## src/rtl/ps2_tx.sv

```systemverilog
// rtl/ps2_tx.sv - PS/2 host-to-device transmitter (request-to-send, 8 data, odd parity, stop, ACK)
module ps2_tx #(
    parameter int unsigned INHIBIT_CYCLES = 5000,
    parameter int unsigned TIMEOUT_CYCLES = 1000000,
    parameter int unsigned CNT_W          = 20
) (
    input  logic       clk,
    input  logic       rst,
    input  logic [7:0] tx_data,
    input  logic       tx_valid,
    output logic       tx_ready,
    output logic       tx_done,
    output logic       tx_err,
    output logic       busy,
    input  logic       ps2_clk_in,
    input  logic       ps2_data_in,
    output logic       ps2_clk_oe,
    output logic       ps2_data_oe
);

    typedef enum logic [2:0] {
        S_IDLE,
        S_INHIBIT,
        S_REQ,
        S_SEND,
        S_ACK,
        S_WAIT_IDLE
    } state_t;

    localparam logic [CNT_W-1:0] INH_LAST = CNT_W'(INHIBIT_CYCLES - 1);
    localparam logic [CNT_W-1:0] TMO_LIM  = CNT_W'(TIMEOUT_CYCLES);
    localparam logic [CNT_W-1:0] CNT_ONE  = CNT_W'(1);

    // Pad synchronizers; the extra clk stage gives the previous synced value for edge detection.
    logic clk_s1_q, clk_s2_q, clk_s3_q;
    logic data_s1_q, data_s2_q;

    state_t           state_q, state_d;
    logic [CNT_W-1:0] cnt_q, cnt_d;
    logic [3:0]       bit_q, bit_d;
    logic [7:0]       shift_q, shift_d;
    logic             parity_q, parity_d;
    logic             data_oe_q, data_oe_d;

    logic clk_sync, data_sync, fe, timeout;

    assign clk_sync  = clk_s2_q;
    assign data_sync = data_s2_q;
    assign fe        = clk_s3_q & ~clk_s2_q;
    assign timeout   = (cnt_q >= TMO_LIM);

    // Two-flop synchronizers on both pads plus one delay stage on clk; idle bus reads high.
    always_ff @(posedge clk) begin
        if (rst) begin
            clk_s1_q  <= 1'b1;
            clk_s2_q  <= 1'b1;
            clk_s3_q  <= 1'b1;
            data_s1_q <= 1'b1;
            data_s2_q <= 1'b1;
        end else begin
            clk_s1_q  <= ps2_clk_in;
            clk_s2_q  <= clk_s1_q;
            clk_s3_q  <= clk_s2_q;
            data_s1_q <= ps2_data_in;
            data_s2_q <= data_s1_q;
        end
    end

    // State, shared cycle counter, bit index, shift register and registered data pull-down.
    always_ff @(posedge clk) begin
        if (rst) begin
            state_q   <= S_IDLE;
            cnt_q     <= '0;
            bit_q     <= '0;
            shift_q   <= '0;
            parity_q  <= 1'b0;
            data_oe_q <= 1'b0;
        end else begin
            state_q   <= state_d;
            cnt_q     <= cnt_d;
            bit_q     <= bit_d;
            shift_q   <= shift_d;
            parity_q  <= parity_d;
            data_oe_q <= data_oe_d;
        end
    end

    // Next-state and pad/handshake outputs; timeout is tested before any clock edge.
    always_comb begin
        state_d     = state_q;
        cnt_d       = cnt_q;
        bit_d       = bit_q;
        shift_d     = shift_q;
        parity_d    = parity_q;
        data_oe_d   = data_oe_q;
        tx_done     = 1'b0;
        tx_err      = 1'b0;
        ps2_clk_oe  = 1'b0;
        ps2_data_oe = 1'b0;

        case (state_q)
            S_IDLE: begin
                cnt_d     = '0;
                data_oe_d = 1'b0;
                if (tx_valid) begin
                    shift_d  = tx_data;
                    parity_d = ~^tx_data;
                    state_d  = S_INHIBIT;
                end
            end
            S_INHIBIT: begin
                ps2_clk_oe = 1'b1;
                if (cnt_q == INH_LAST) begin
                    // Start bit is asserted while clock is still held so it is valid at release.
                    ps2_data_oe = 1'b1;
                    cnt_d       = '0;
                    state_d     = S_REQ;
                end else begin
                    cnt_d = cnt_q + CNT_ONE;
                end
            end
            S_REQ: begin
                ps2_data_oe = 1'b1;
                data_oe_d   = 1'b1;
                bit_d       = '0;
                cnt_d       = cnt_q + CNT_ONE;
                state_d     = S_SEND;
            end
            S_SEND: begin
                cnt_d       = cnt_q + CNT_ONE;
                ps2_data_oe = data_oe_q;
                if (timeout) begin
                    ps2_data_oe = 1'b0;
                    data_oe_d   = 1'b0;
                    tx_err      = 1'b1;
                    state_d     = S_IDLE;
                end else if (fe) begin
                    bit_d = bit_q + 4'd1;
                    if (bit_q < 4'd8) begin
                        data_oe_d = ~shift_q[0];
                        shift_d   = {1'b0, shift_q[7:1]};
                    end else if (bit_q == 4'd8) begin
                        data_oe_d = ~parity_q;
                    end else begin
                        data_oe_d = 1'b0;
                        state_d   = S_ACK;
                    end
                end
            end
            S_ACK: begin
                cnt_d = cnt_q + CNT_ONE;
                if (timeout) begin
                    tx_err  = 1'b1;
                    state_d = S_IDLE;
                end else if (fe) begin
                    if (!data_sync) begin
                        state_d = S_WAIT_IDLE;
                    end else begin
                        tx_err  = 1'b1;
                        state_d = S_IDLE;
                    end
                end
            end
            S_WAIT_IDLE: begin
                cnt_d = cnt_q + CNT_ONE;
                if (timeout) begin
                    tx_err  = 1'b1;
                    state_d = S_IDLE;
                end else if (clk_sync && data_sync) begin
                    tx_done = 1'b1;
                    state_d = S_IDLE;
                end
            end
            default: begin
                state_d = S_IDLE;
            end
        endcase
    end

    assign tx_ready = (state_q == S_IDLE);
    assign busy     = (state_q != S_IDLE);

endmodule

```

## config.mk

```make
export PLATFORM = sky130hd
export DESIGN_NAME = ps2_tx
export DESIGN_NICKNAME = d
export VERILOG_FILES = /design/src/rtl/ps2_tx.sv
export SDC_FILE = /design/constraint.sdc
export NUM_CORES = 1
export LEC_CHECK = 0
export ABC_CLOCK_PERIOD_IN_PS = 2500
export BUFFER_PORTS_ARGS = -buffer_cell sky130_fd_sc_hd__buf_2
export CAP_MARGIN = 20
export CORE_AREA = 10 10 89 60
export DETAILED_ROUTE_END_ITERATION = 12
export DIE_AREA = 0 0 99 70
export GPL_TIMING_DRIVEN = 0
export PLACE_DENSITY_LB_ADDON = 0.15
export SYNTH_ARGS = -nofsm -noshare
export SYNTH_HDL_FRONTEND = slang
export SYNTH_SLANG_ARGS = --single-unit
```

## constraint.sdc

```tcl
create_clock -name clk -period 2.5 [get_ports clk]
set_input_delay 0.125 -clock clk [delete_from_list [all_inputs] [get_ports clk]]
set_output_delay 0.125 -clock clk [all_outputs]
set_load 0.01 [all_outputs]
```

==> results.tsv <==
metric	value	unit
placed instance count	336	
Slew Limit Headroom	0.571	
DRT Pass-1 Iters	4	
Critical Path Fanout Max	4	
flop-to-flop setup slack	0.43	ns
Synth Cell Area	2250	um2
GR Util All Layers	0.152	
startpoint types	register	
clk sinks	42	
antenna cell count	0	
post-synth cell types	51	
WP data required	2.38	ns
Synth Instances	268	
HP Start	ps2_clk_in	
vias in the first global route	1769	
CTS tree	yes	
Worst Hold Class	primary input to register	
clk_lat worst skew	0.30	ns
via count	1986	
Final ANT Viol Nets	0	
largest net degree at the start of global routing	13	
Worst Setup EP	ps2_data_oe	
clk_skew	0.00581	ns
Syn Nets	285	
r2r endpoint	cnt_q[18]	
vias per inst	5.77	
synth warn	0	
Max clock buf depth	2	
CTS Buf Count	5	
routed len/inst	15.4	um
Final HPWL DP	3970	um
# rows	18	
pre-CTS WS	0.491	ns
Area Overhead vs Synth	11.0	%
maximum VDD drop	0.000452	V
Worst R2R Start	cnt_q[0]	
syn avg cell area	8.39	um2
final std cells w/o fill	344	
final setup vio count	0	
Max Slew Vio Count	0	
crit path capture type	output port	
die area	6930	um2
Die Ht	70	um
IO Pins	19	
initial antenna violation count	0	
Initial Utilization	0.584	
Crit Path Category	register to output port	
run status	completed	
# DRC	0	
first-pass GRT wire length	8850	um
GR Overflow Total	0	
actual slew at the worst max-slew pin	0.638	ns
leak pwr	0.911	nW
RSZ-0062 raised after global routing	no	
Arrival @ worst endpoint	2.17	ns
sum of negative setup slack	0	ns
post-layout min period	2.29	ns
Core Util, Final	0.648	
synthesized flop and latch total	42	
max-cap viol count	0	
die width	99	um
Clock transition at path regs	0.08	ns
crit share post-route	0.917	
Max H-tree Level	2	
crit path from	cnt_q[0]	
DR iter-0 viols	223	
fmax	436	MHz
Power Dens Cells	572	nW/um2
Hold Fails Final Rpt	0	
routed wire length	5310	um
share of layout cells above drive strength 1	0.173	
Nets	310	
gpl congestion	0.875	
worst r2r path cells	7	
CORE AREA	3850	um2
sequential area share after synthesis	0.374	
CTS Hold Bufs	0	
Port-buffer cells	18	
PnR worst setup slack	0.208	ns
root buffer cell	clkbuf_8	
worst max-delay path, cell delays in order, from the launching register on:
cell	delay (ns)
dfxtp_1	0.41
ha_1	0.22
nor4bb_1	0.42
nand3_1	0.20
nor3_1	0.18
nor2_1	0.06
nor3_1	0.21
buf_2	0.17
cells in the mapped netlist (all sizes together):
library cell / count / area share
inv: 8 / 0.013
o31ai: 2 / 0.013
nor2: 37 / 0.062
or2: 6 / 0.017
nand2b: 8 / 0.022
buf: 6 / 0.016
xnor2: 13 / 0.051
nor4bb: 1 / 0.0045
xor2: 13 / 0.051
o21ai: 6 / 0.018
nand3b: 1 / 0.0089
a222oi: 1 / 0.0045
o22a: 1 / 0.0039
clkbuf: 5 / 0.0089
and4: 1 / 0.0045
a31oi: 4 / 0.011
o22ai: 1 / 0.0028
a311o: 1 / 0.0050
a21boi: 1 / 0.0033
and3: 1 / 0.0028
mux2i: 1 / 0.0045
nor4: 5 / 0.023
a211o: 1 / 0.0039
o211ai: 1 / 0.0033
nor2b: 2 / 0.0056
o21bai: 1 / 0.0033
or4: 1 / 0.0033
nor4b: 2 / 0.011
nand4: 8 / 0.022
a21bo: 1 / 0.0045
a211oi: 1 / 0.0033
nand3: 11 / 0.024
a22o: 1 / 0.0039
mux2: 1 / 0.0050
a21oi: 13 / 0.029
or3: 4 / 0.011
a311oi: 8 / 0.039
dfxtp: 42 / 0.37
nor3b: 1 / 0.0033
nor3: 8 / 0.018
nand2: 33 / 0.055
ha: 4 / 0.022
or4b: 1 / 0.0045
report_power, final:
part / switching [mW] / total [mW] / internal, mW
registers: 0.0224 / 0.723 / 0.700
clock network: 0.240 / 0.463 / 0.223
logic: 0.145 / 0.240 / 0.0952
total: 0.408 / 1.43 / 1.02
cells by family after synthesis:
kind of cell / after synthesis / synth area share
adder cells (fa/ha/maj): 4 / 0.0223
multiplexers: 2 / 0.00946
AND/OR/NAND/NOR: 131 / 0.303
AO/OA/AOI/OAI: 44 / 0.152
flip-flops: 42 / 0.374
buffers and inverters: 19 / 0.0384
XOR/XNOR: 26 / 0.101
cell usage in the layout (no fill, tap or decap), types with 2 or more instances in the layout:
cell      synthesis  layout
buf_2             5      23
nand3_1          11      11
xor2_1           13      13
a21oi_1          13      13
nor2b_1           2       2
o21ai_0           5       5
nor2_1           37      36
clkbuf_1          4       5
inv_1             8       8
nand2_1          33      33
a311oi_1          7       7
dfxtp_1          42      42
nand4_1           8       8
clkbuf_8          0       6
or3_1             4       4
nand2b_1          8       8
xnor2_1          13      13
nor3_1            8       8
nor4_1            3       3
a31oi_1           4       4
ha_1              4       4
or2_2             6       6
flip-flops by register name (all words and copies together), names as in the netlist:
register and flops:
data_s1_q 1, state_q 3, data_oe_q 1, clk_s2_q 1, bit_q 4, parity_q 1, clk_s1_q 1, shift_q 8
clk_s3_q 1, data_s2_q 1, cnt_q 20
area by class of cell:
cell class	instances	area [um2]
clock buffers	7	86.3
well taps	50	62.6
plain buffers	11	56.3
repair buffers	18	90.1
fillers	342	1360
multi-input cells	207	1320
flip-flops and latches	42	841
clock inverters	1	5.00
inverters	8	30.0
through the flow:
step | power (mW) | instance area (um2) | hold slack, ns
after floorplan | 0.901 | 2250 | 0.229
final | 1.43 | 2490 | 0.000949
after detailed placement | 0.972 | 2400 | 0.313
after global routing | 1.49 | 2490 | 0.0134
after CTS | 1.42 | 2490 | 0.00433
after global placement | 0.968 | 2400 | 0.312
how the worst min path moves through the flow:
stage | end | slack, ns | cells past startpoint
final | clk_s1_q | 0.0009 | 2
after global routing | data_s1_q | 0.01 | 2
after CTS | clk_s1_q | 0.004 | 2
after detailed placement | clk_s1_q | 0.31 | 2
after global placement | clk_s1_q | 0.31 | 2
after floorplan | clk_s1_q | 0.23 | 1
metal layers:
metal,track usage,vias to the layer above,wire [um]
li1,-,988,-
met1,0.233,920,2800
met2,0.192,69,2050
met3,0.0452,9,402
met4,0.0444,0,64
met5,0,-,0
timing repair:
action	CTS	global route
setup endpoints to repair	0	1
hold endpoints to repair	0	0
buffers inserted	0	0
resized for setup	0	1
Note: power is estimated with default switching activity, not from simulation.
